**src/rtl/receptor_fifos.sv**
```systemverilog
// receptor_fifos: four independent destination FIFOs fed by a one-hot push, with
// registered status flags, registered read data and sticky per-lane error flags.
module receptor_fifos #(
    parameter int DATA_WIDTH = 8,
    parameter int ADDR_WIDTH = 3,
    parameter int AF_THRESH  = 6
) (
    input  logic                    clk,
    input  logic                    reset,
    input  logic [3:0]              Push,
    input  logic [DATA_WIDTH-1:0]   data_in,
    input  logic [3:0]              pop,
    output logic [4*DATA_WIDTH-1:0] data_out,
    output logic [3:0]              valid_out,
    output logic [3:0]              Almost_full,
    output logic [3:0]              FIFO_empty,
    output logic [3:0]              FIFO_full,
    output logic [3:0]              error
);
    localparam int CW = ADDR_WIDTH + 1;
    localparam logic [CW-1:0] DEPTH = CW'(2**ADDR_WIDTH);
    localparam logic [CW-1:0] AF = CW'(AF_THRESH);
    logic multi, one_hot;
    assign multi   = (Push & (Push - 4'd1)) != 4'd0;
    assign one_hot = Push != 4'd0 && !multi;
    for (genvar i = 0; i < 4; i++) begin : g_lane
        logic [DATA_WIDTH-1:0] mem [2**ADDR_WIDTH];
        logic [ADDR_WIDTH-1:0] wr_ptr, rd_ptr;
        logic [CW-1:0]         cnt, cnt_nx;
        logic                  do_push, do_pop, err_set;
        logic [DATA_WIDTH-1:0] dq;
        logic                  v, af, emp, fl, er;
        // A full lane still accepts a push when the same edge pops it.
        always_comb begin
            do_pop  = pop[i] && cnt != '0;
            do_push = one_hot && Push[i] && (cnt != DEPTH || pop[i]);
            err_set = (multi && Push[i]) || (one_hot && Push[i] && cnt == DEPTH && !pop[i]) || (pop[i] && cnt == '0);
            cnt_nx  = cnt + CW'(do_push) - CW'(do_pop);
        end
        always_ff @(posedge clk) if (do_push) mem[wr_ptr] <= data_in;
        always_ff @(posedge clk or posedge reset) begin
            if (reset) begin
                wr_ptr <= '0;
                rd_ptr <= '0;
                cnt    <= '0;
                dq     <= '0;
                v      <= 1'b0;
                af     <= 1'b0;
                emp    <= 1'b1;
                fl     <= 1'b0;
                er     <= 1'b0;
            end else begin
                if (do_push) wr_ptr <= wr_ptr + ADDR_WIDTH'(1);
                if (do_pop) begin
                    rd_ptr <= rd_ptr + ADDR_WIDTH'(1);
                    dq     <= mem[rd_ptr];
                end
                v   <= do_pop;
                cnt <= cnt_nx;
                emp <= cnt_nx == '0;
                fl  <= cnt_nx == DEPTH;
                af  <= cnt_nx >= AF;
                er  <= er | err_set;
            end
        end
        assign data_out[i*DATA_WIDTH +: DATA_WIDTH] = dq;
        assign valid_out[i]   = v;
        assign Almost_full[i] = af;
        assign FIFO_empty[i]  = emp;
        assign FIFO_full[i]   = fl;
        assign error[i]       = er;
    end
endmodule

```
**config.mk**
```make
export PLATFORM = sky130hd
export DESIGN_NAME = receptor_fifos
export DESIGN_NICKNAME = d
export VERILOG_FILES = /design/src/rtl/receptor_fifos.sv
export SDC_FILE = /design/constraint.sdc
export NUM_CORES = 1
export LEC_CHECK = 0
export BUFFER_PORTS_ARGS = -buffer_cell sky130_fd_sc_hd__buf_4
export CAP_MARGIN = 20
export CELL_PAD_IN_SITES_DETAIL_PLACEMENT = 1
export CELL_PAD_IN_SITES_GLOBAL_PLACEMENT = 2
export CORE_ASPECT_RATIO = 1.25
export CORE_MARGIN = 2
export CORE_UTILIZATION = 48
export CTS_CLUSTER_SIZE = 16
export DETAILED_ROUTE_END_ITERATION = 8
export PLACE_DENSITY = 0.95
export SYNTH_ARGS = -nofsm -noshare
export SYNTH_HDL_FRONTEND = slang
export SYNTH_SLANG_ARGS = --single-unit
```
**constraint.sdc**
```tcl
create_clock -name clk -period 5.5 [get_ports clk]
set_clock_uncertainty 0.15 [all_clocks]
set_input_delay 1.1 -clock clk [delete_from_list [all_inputs] [get_ports clk]]
set_output_delay 1.1 -clock clk [all_outputs]
set_load 0.03 [all_outputs]
```
==> run metrics, run 1 <==
Std-Cell Core Area slightly below 0.03 sq mm; routed wl met3 roughly 1400 um; # rows 70; # Max-Cap Violations 0; GR Util All Layers 0.204; antenna-violating nets left 0; GRT overflow 0; DRT iter0 DRCs roughly 470; Layout area overhead 13.8%; worst rel slew slack 0.296; post-CTS setup buffer count 0; Pins Over Slew Limit 0; IO Pins 70; Yosys top cell by area edfxtp_1; Final Non-Filler Cells roughly 1400; M1 WL around 11000 um; Avg Synthesized Cell Area roughly 15 sq um; CTS max path bufs 3; CP Class in2reg; die area between 0.03 and 0.04 sq mm; CTS tree yes; Residual DRC 0; vias after detailed routing between 7000 and 8000; DIE HEIGHT roughly 200 um; sequential share of the synthesized area 0.700; largest net degree at the start of global routing 50; layout net count about 1100; fin crit period 3.51 ns; routability cong. about 0.72; H-tree depth 2; Hold Crit Start g_lane[0].er; first-pass GRT wire length between 40000 and 50000 um; Starting Density 0.488; EDFF count, synth 256; Cells after DPL 1362; Synth warnings 0; asr flop ratio synth 0.264; vias in the first global route 8616; initial antenna violation count 0; top_reg_cell synth edfxtp_1; Hold Vio Cnt, Final 0; reg-to-reg endpoint g_lane[0].fl; CP Max Fanout 5; Post-DP HPWL approximately 20000 um; chip width 158 um; setup ws final roughly 2 ns; RSZ-0062 raised after global routing no; Pleak around 0.0063 uW; Reg2Reg Setup Slack around 2.1 ns; dpl ws 1.43 ns; Skew-Pair Late Insertion Delay 0.52 ns; post-cts resize count 0; count of different cell masters after synthesis 46; WHS Endpoint g_lane[0].er; Synth top area share 0.539; share of post-route cells with drive strength above 1 0.162; kind of start point of the critical path input pin; Vias/cell roughly 5.4; crit end category flip-flop; R2R depth 11; maximum VDD drop between 300 and 400 uV; top layer in use met4; fmax 0.285 GHz; most frequent cells in the layout 256 x edfxtp_1, 128 x mux2i_1, 88 x dfrtp_1, 81 x buf_4, 67 x inv_1; WHS Path Cells 2; met2 wire len about 17000 um; cts bufs inserted 35; outcome finished clean; clk sink count approximately 350; wirelength, routed slightly above 30000 um; clk root buf clkbuf_16; Pwr Density approximately 530 mW/mm^2; worst hold path type reg2reg; Clock Pin Slew Worst Setup and Hold Paths roughly 0.06 ns; Fillers between 2000 and 3000; synthesized area around 0.014 sq mm; FF-to-FF Start g_lane[0].cnt[2]; CP required a little under 6 ns; actual slew at the worst max-slew pin ~1.1 ns; ant diodes 0; setup TNS 0 ns; Post-CTS Hold Buffers 0; period utilization 0.639; Routed wire per std cell about 21 um; CP arrival ~3.8 ns; port bufs about 70; synth top area cells edfxtp_1 54%, dfrtp_1 15%, mux2i_1 9.0%, a22oi_1 3.4%, ha_1 2.8%; commonest non-fill, non-tap cell in the layout edfxtp_1; Initial DRT Pass Iterations 8; Synth Register Bits 348; Mapped Nets around 1000; Mapped Cells 940; Final setup violation count 0
flip-flops by register name (all words and copies together) (netlist names):
signal,count
g_lane.er,4
g_lane.af,4
g_lane.emp,4
g_lane.dq,32
g_lane.fl,4
g_lane.wr_ptr,12
g_lane.mem,256
g_lane.v,4
g_lane.rd_ptr,12
g_lane.cnt,16
power by group:
part	total, uW	switching [uW]	internal [uW]
clock	2390	977	1410
combinational	2700	1620	1070
sequential	3520	319	3200
total	8600	2920	5680
through the flow:
step,util,hold slack [ns],cell area [sq um],power [uW]
detailed placement,0.515,0.308,15100,6270
global placement,0.514,0.312,15000,6100
CTS,0.554,0.322,16200,8700
finish,0.555,0.317,16200,8600
global route,0.555,0.338,16200,9080
floorplan,-,0.290,14300,5480
final cells by class:
type,instances,area [sq um],share of cell area
Clock buffer,47,993,0.0612
Timing Repair Buffer,92,671,0.0413
Clock inverter,15,153,0.00940
Multi-Input combinational cell,465,3680,0.226
Tap cell,396,495,0.0305
Inverter,68,258,0.0159
Sequential cell,348,9990,0.615
cells by family (layout without fill, tap and decap cells):
family	after synthesis	after routing	share of synthesized area
compound gates	120	120	0.0570
simple gates	150	150	0.0566
fa+ha+maj	37	37	0.0345
flops	348	348	0.700
xor+xnor	23	23	0.0141
mux	135	135	0.0956
buf+inv	127	222	0.0420
layer usage:
metal | up-vias | track usage
met5 | - | 0
met4 | 0 | 0.0767
met3 | 52 | 0.0303
met2 | 161 | 0.374
met1 | 3924 | 0.240
li1 | 3583 | -
worst max-delay path, stage by stage:
cell     delay, ns
buf_4         0.12
nor4b_1       0.65
and3b_1       0.31
inv_1         0.13
ha_1          0.24
inv_1         0.07
ha_1          0.19
fa_1          0.47
or3_1         0.42
nor2_1        0.12
synthesized netlist by cell type (all sizes together), types with 9 or more instances:
cell type / n
mux2i: 128
nor2: 32
inv: 68
dfrtp: 88
ha: 32
nor2b: 9
xnor2: 15
buf: 47
edfxtp: 256
o21ai: 36
nand2: 27
a22oi: 64
nand3: 38
clkbuf: 12
nor3: 15
worst max path at each step:
stage	startpoint	end	slack (ns)
after CTS	pop[0]	g_lane[0].fl	1.97
after detailed placement	pop[0]	g_lane[0].fl	1.43
after floorplan	reset	g_lane[0].af	1.86
final	pop[0]	g_lane[0].fl	1.99
after global routing	pop[0]	g_lane[0].fl	1.83
after global placement	pop[0]	g_lane[0].emp	1.61
Note: power is estimated with default switching activity, not from simulation.
==> inputs of run 2 (changes only) <==
--- a/config.mk
+++ b/config.mk
@@ -11,10 +11,10 @@
 export CELL_PAD_IN_SITES_GLOBAL_PLACEMENT = 2
 export CORE_ASPECT_RATIO = 1.25
 export CORE_MARGIN = 2
-export CORE_UTILIZATION = 48
+export CORE_UTILIZATION = 45
 export CTS_CLUSTER_SIZE = 16
 export DETAILED_ROUTE_END_ITERATION = 8
-export PLACE_DENSITY = 0.95
+export PLACE_DENSITY = 0.9
 export SYNTH_ARGS = -nofsm -noshare
 export SYNTH_HDL_FRONTEND = slang
 export SYNTH_SLANG_ARGS = --single-unit
==> constraint.sdc (replaced) <==
create_clock -name clk -period 3.3 [get_ports clk]
set_clock_uncertainty 0.15 [all_clocks]
set_input_delay 0.66 -clock clk [delete_from_list [all_inputs] [get_ports clk]]
set_output_delay 0.66 -clock clk [all_outputs]
set_load 0.03 [all_outputs]
==> run 2 against run 1 <==
Clock power rose by 59%; largest power group unchanged; via count rose by 1.0%; critical path type is now reg2reg; utilization fell by 2.8 points; global-route usage fell by 1.7 points; power rose by 65%; first-iteration DRC count fell by 17%; die area rose by 6.5%; final cell count rose by 2.2%.
==> run metrics, run 2 (synthesis results as in run 1) <==
outcome finished clean (unchanged); period utilization 0.993; most used cell, CP inv_1; Fillers 2997 (was 2805); port bufs 69 (unchanged); die area 0.0332 sq mm (was 0.0311 sq mm); worst rel slew slack 0.458 (was 0.296); clk root buf clkbuf_16 (unchanged); GRT overflow 0 (unchanged); kind of start point of the critical path flip-flop (was input pin); cts bufs inserted 35 (unchanged); most frequent cells in the layout 256 x edfxtp_1, 128 x mux2i_1, 110 x buf_4, 88 x dfrtp_1, 66 x inv_1 (was 256 x edfxtp_1, 128 x mux2i_1, 88 x dfrtp_1, 81 x buf_4, 67 x inv_1); Std-Cell Core Area 0.0311 sq mm (was 0.0293 sq mm); DRT iter0 DRCs 392 (was 471); Final Core Density 0.528 (was 0.555); Skew-Pair Late Insertion Delay 0.52 ns (about the same); CP arrival 3.58 ns (was 3.81 ns); Clock Pin Slew Worst Setup and Hold Paths 0.06 ns (about the same); vias in the first global route 8445 (was 8616); Layout area overhead 14.9% (was 13.8%); Pleak 0.00640 uW (was 0.00634 uW); fmax roughly 0.3 GHz; maximum VDD drop 661 uV (was 373 uV); commonest non-fill, non-tap cell in the layout edfxtp_1 (unchanged); Critical Path Slowest Stage Cell fa_2 (was nor4b_1); RSZ-0062 raised after global routing yes (was no); Residual DRC 0 (unchanged); # Max-Cap Violations 0 (unchanged); # rows 72 (was 70); antenna-violating nets left 0 (unchanged); crit end category flip-flop (unchanged); actual slew at the worst max-slew pin 0.802 ns (was 1.05 ns); Top Registers g_lane.mem (256), g_lane.dq (32), g_lane.cnt (16) (unchanged); initial antenna violation count 0 (unchanged); cell family with most CP delay simple AND/OR/NAND/NOR gates (unchanged); Post-DP HPWL 18900 um (was 19600 um); max incr delay on CP 0.54 ns (was 0.65 ns); Most flops, register g_lane.mem (unchanged); first-pass GRT wire length 47500 um (was 48100 um); clk sink count 348 (unchanged); Cell Chain, Critical Path inv_2 > ha_1 > nor4b_2 > buf_4 > nor4_4 > nand2_2 > ha_4 > inv_1 > ha_2 > inv_1 > fa_2 > inv_1 > or3_4 > nor2_1 (was buf_4 > nor4b_1 > and3b_1 > inv_1 > ha_1 > inv_1 > ha_1 > fa_1 > or3_1 > nor2_1); GR Util All Layers 0.187 (was 0.204); setup TNS 0 ns (unchanged); Final setup violation count 0 (unchanged); fin crit period between 3 and 4 ns; Initial DRT Pass Iterations 5 (was 8); WP buf/inv 5 (was 3); Routed wire per std cell 20.9 um (was 21.3 um); CTS max path bufs 3 (unchanged); Starting Density 0.459 (was 0.488); worst hold path type in2async (was reg2reg); DIE HEIGHT 203 um (was 197 um); H-tree depth 2 (unchanged); CP Max Fanout 4 (was 5); CTS tree yes (unchanged); chip width 163 um (was 158 um); ant diodes 0 (unchanged); largest net degree at the start of global routing 50 (unchanged); CP Class reg2reg (was in2reg); share of post-route cells with drive strength above 1 0.178 (was 0.162); vias after detailed routing 7801 (was 7720); Pwr Density 867 mW/mm^2 (was 529 mW/mm^2); Vias/cell 5.34 (was 5.39); Hold Vio Cnt, Final 0 (unchanged); layout net count 1083 (was 1064); CP required 3.60 ns (was 5.80 ns); IO Pins 70 (unchanged); max reg flops 256 (unchanged); routability cong. 0.756 (was 0.718); Pins Over Slew Limit 0 (unchanged); wirelength, routed 30500 um (about the same)
## run 2: layer usage
| layer | routed length, um | vias to the layer above | track usage |
|---|---|---|---|
| li1 | - | 3625 | - |
| met3 | 899 | 53 | 0.0270 |
| met1 | 12300 | 4007 | 0.228 |
| met2 | 16500 | 116 | 0.338 |
| met5 | 0 | - | 0 |
| met4 | 759 | 0 | 0.0616 |
## run 2: path summary, 6_finish.rpt
kind,startpoint,endpoint,slack [ns],depth (start not counted)
max,g_lane[3].cnt[2],g_lane[3].emp,0.02,14
min,reset,g_lane[3].rd_ptr[2],0.12,2
max reg2reg,g_lane[3].cnt[2],g_lane[3].emp,0.02,14
min reg2reg,g_lane[1].er,g_lane[1].er,0.35,2
max in group asynchronous,reset,g_lane[2].emp,2.13,3
min in group clk,pop[1],g_lane[1].er,0.26,3
## run 2: report_power, final
part	switching [uW]	internal [uW]
registers	445	5330
logic	2810	1850
clock network	1600	2180
## run 2: what timing repair did
action	CTS	global route
gates resized for setup	0	7
endpoints found under the setup margin	0	4
hold buffers	0	0
buffers inserted	0	5
## run 2: stage by stage
stage / cells / instance area, sq um / power [uW] / hold WS, ns / setup WS [ns]
floorplan: 940 / 14300 / 9130 / 0.290 / 0.105
global placement: 1394 / 15200 / 10200 / 0.329 / 0.0727
detailed placement: 1394 / 15200 / 10400 / 0.325 / -0.0286
CTS: 1457 / 16300 / 14300 / 0.138 / 0.0399
global route: 1462 / 16400 / 15000 / 0.174 / -0.0835
finish: 1462 / 16400 / 14200 / 0.124 / 0.0223
## run 2: final cells by class
cell class	instances	area, sq um	area share
Timing Repair Buffer	111	846	0.0516
Clock inverter	10	72.6	0.00443
Multi-Input combinational cell	465	3710	0.226
Tap cell	407	509	0.0311
Inverter	68	258	0.0157
Sequential cell	348	9990	0.610
Clock buffer	53	1010	0.0614
## run 2: worst reg2reg max path, stage by stage, from the launching register on
cell and delay (ns):
dfrtp_1 0.35, inv_2 0.06, ha_1 0.19, nor4b_2 0.16, buf_4 0.16, nor4_4 0.35
nand2_2 0.15, ha_4 0.24, inv_1 0.06, ha_2 0.18, inv_1 0.05, fa_2 0.54
inv_1 0.06, or3_4 0.39, nor2_1 0.11
==> inputs of run 3 (changes only) <==
--- a/config.mk
+++ b/config.mk
@@ -11,10 +11,9 @@
 export CELL_PAD_IN_SITES_GLOBAL_PLACEMENT = 2
 export CORE_ASPECT_RATIO = 1.25
 export CORE_MARGIN = 2
-export CORE_UTILIZATION = 45
-export CTS_CLUSTER_SIZE = 16
+export CORE_UTILIZATION = 48
 export DETAILED_ROUTE_END_ITERATION = 8
-export PLACE_DENSITY = 0.9
+export PLACE_DENSITY = 0.95
 export SYNTH_ARGS = -nofsm -noshare
 export SYNTH_HDL_FRONTEND = slang
 export SYNTH_SLANG_ARGS = --single-unit
==> constraint.sdc (replaced) <==
create_clock -name clk -period 3.9 [get_ports clk]
set_clock_uncertainty 0.15 [all_clocks]
set_input_delay 0.78 -clock clk [delete_from_list [all_inputs] [get_ports clk]]
set_output_delay 0.78 -clock clk [all_outputs]
set_load 0.03 [all_outputs]
==> run 3 against run 2 <==
Power shrank 15%; die area shrank 6.1%; design area shrank 0.81%; sequential share of layout area grew 0.50 points; combinational power shrank 17%; largest power group unchanged.
==> run metrics, run 3 (synthesis results as in run 1) <==
outcome finished clean (unchanged); Cell Chain, Critical Path inv_1 > ha_1 > nor4b_2 > nor4_4 > nand2_2 > ha_1 > inv_1 > ha_1 > inv_1 > fa_1 > xor2_1 > inv_1 > or3_1 > nor2_1 (was inv_2 > ha_1 > nor4b_2 > buf_4 > nor4_4 > nand2_2 > ha_4 > inv_1 > ha_2 > inv_1 > fa_2 > inv_1 > or3_4 > nor2_1); Skew-Pair Late Insertion Delay 0.52 ns (about the same); largest net degree at the start of global routing 62 (was 50); cts bufs inserted 35 (unchanged); most used cell, CP inv_1 (unchanged); worst rel slew slack 0.364 (was 0.458); CP required 4.20 ns (was 3.60 ns); Post-DP HPWL 19600 um (was 18900 um); Post-CTS Hold Buffers 0 (unchanged); Critical Path Start g_lane[3].cnt[2] (unchanged); Residual DRC 0 (unchanged); Initial DRT Pass Iterations 4 (was 5); crit end category flip-flop (unchanged); Critical Path Slowest Stage Cell nor4b_2 (was fa_2); wirelength, routed 31700 um (was 30500 um); Final Core Density 0.556 (was 0.528); Pleak 0.00633 uW (was 0.00640 uW); Routed wire per std cell 22.1 um (was 20.9 um); CTS tree yes (unchanged); max incr delay on CP 0.48 ns (was 0.54 ns); DIE HEIGHT 197 um (was 203 um); max reg flops 256 (unchanged); H-tree depth 2 (unchanged); fmax 0.295 GHz (was 0.305 GHz); actual slew at the worst max-slew pin 0.955 ns (was 0.802 ns); Fillers 2802 (was 2997); # rows 70 (was 72); Vias/cell 5.50 (was 5.34); first-pass GRT wire length 49200 um (was 47500 um); maximum VDD drop 375 uV (was 661 uV); Sw Share 0.346 (was 0.342); initial antenna violation count 0 (unchanged); post-CTS setup buffer count 0 (unchanged); CTS max path bufs 3 (unchanged); Starting Density 0.488 (was 0.459); commonest non-fill, non-tap cell in the layout edfxtp_1 (unchanged); CP arrival 3.69 ns (was 3.58 ns); Hold Vio Cnt, Final 0 (unchanged); sequential share of power 0.408 (was 0.406); logic gate share of total power 0.320 (was 0.328); Clk network pwr share 0.272 (was 0.266); clk root buf clkbuf_16 (unchanged); die area 0.0311 sq mm (was 0.0332 sq mm); vias after detailed routing 7887 (was 7801); Pwr Density 747 mW/mm^2 (was 867 mW/mm^2); CP Max Fanout 5 (was 4); GRT overflow 0 (unchanged); RSZ-0062 raised after global routing no (was yes); Clock Pin Slew Worst Setup and Hold Paths 0.06 ns (about the same); R2R depth 14 (unchanged); kind of start point of the critical path flip-flop (unchanged); IO Pins 70 (unchanged); chip width 158 um (was 163 um); clk sink count 348 (unchanged); Most flops, register g_lane.mem (unchanged); fin crit period 3.39 ns (was 3.28 ns); Final setup violation count 0 (unchanged); Std-Cell Core Area 0.0293 sq mm (was 0.0311 sq mm); Cells after DPL 1373 (was 1394); CP Class reg2reg (unchanged); Top Registers g_lane.mem (256), g_lane.dq (32), g_lane.cnt (16) (unchanged); GR Util All Layers 0.209 (was 0.187); Pins Over Slew Limit 0 (unchanged); P_int 7950 uW (was 9360 uW); layout net count 1068 (was 1083); DRT iter0 DRCs 561 (was 392); FF-to-FF Start g_lane[3].cnt[2] (unchanged); vias in the first global route 8782 (was 8445); worst hold path type in2async (unchanged); sw power 4200 uW (was 4860 uW); port bufs 69 (unchanged); period utilization 0.870 (was 0.993); ant diodes 0 (unchanged); antenna-violating nets left 0 (unchanged); most frequent cells in the layout 256 x edfxtp_1, 128 x mux2i_1, 94 x buf_4, 88 x dfrtp_1, 67 x inv_1 (was 256 x edfxtp_1, 128 x mux2i_1, 110 x buf_4, 88 x dfrtp_1, 66 x inv_1); Final Non-Filler Cells 1434 (was 1462); # Max-Cap Violations 0 (unchanged); share of post-route cells with drive strength above 1 0.164 (was 0.178); routability cong. 0.749 (was 0.756); setup TNS 0 ns (unchanged); post-cts resize count 0 (unchanged); Layout area overhead 13.9% (was 14.9%)
-- run 3: cell types whose count changed in the layout (fill, tap and decap cells not counted), sizes merged --
| cell | delta |
|---|---|
| inv | +1 |
| bufinv | +1 |
| buf | -15 |
| clkbuf | -3 |
| clkinv | -3 |
| clkinvlp | +2 |
-- run 3: worst paths after layout --
path                            slack, ns          endpoint
worst max-delay path                 0.51     g_lane[3].emp
worst max register to register       0.51     g_lane[3].emp
min in group clk                     0.32      g_lane[0].er
max in group asynchronous            2.52     g_lane[3].emp
worst min register to register       0.32      g_lane[0].er
worst min-delay path                 0.26  g_lane[0].cnt[1]
-- run 3: cell type report --
| type | instances | area, sq um | area share |
|---|---|---|---|
| sequential | 348 | 9990 | 0.615 |
| multi-input combinational | 465 | 3680 | 0.226 |
| clock buffer | 50 | 995 | 0.0612 |
| timing repair buffer | 96 | 716 | 0.0440 |
| tap | 396 | 495 | 0.0305 |
| inverter | 68 | 258 | 0.0158 |
| clock inverter | 11 | 126 | 0.00777 |
-- run 3: critical path: cells and delay by family, from the launching register on --
family / cells / cell delay (ns)
buffers and inverters: 4 / 0.36
xor gates and xnor gates: 1 / 0.20
and+or+nand+nor: 5 / 1.21
DFF: 1 / 0.36
adders and majority gates: 4 / 1.03
-- run 3: per-stage QoR --
| stage | setup WS, ns | power [uW] | hold slack, ns | instance area, sq um |
|---|---|---|---|---|
| after floorplan | 0.585 | 7730 | 0.290 | 14300 |
| after CTS | 0.492 | 12300 | 0.298 | 16300 |
| after global placement | 0.597 | 8620 | 0.313 | 15100 |
| final | 0.509 | 12200 | 0.258 | 16300 |
| after global routing | 0.374 | 12800 | 0.312 | 16300 |
| after detailed placement | 0.395 | 8860 | 0.316 | 15100 |
-- run 3: per-layer routing --
metal / up-vias / GRT usage / share of wire
li1: 3594 / - / -
met1: 4034 / 0.246 / 0.39
met2: 180 / 0.379 / 0.54
met3: 79 / 0.0310 / 0.033
met4: 0 / 0.0878 / 0.038
met5: - / 0 / 0
-- run 3: power by group through the flow --
stage | sequential (uW) | combinational [uW] | clock, uW
CTS | 4960 | 3940 | 3350
global route | 5020 | 4260 | 3490
floorplan | 5200 | 2530 | 0
detailed placement | 5010 | 3850 | 0
global placement | 4970 | 3650 | 0
finish | 4950 | 3890 | 3310
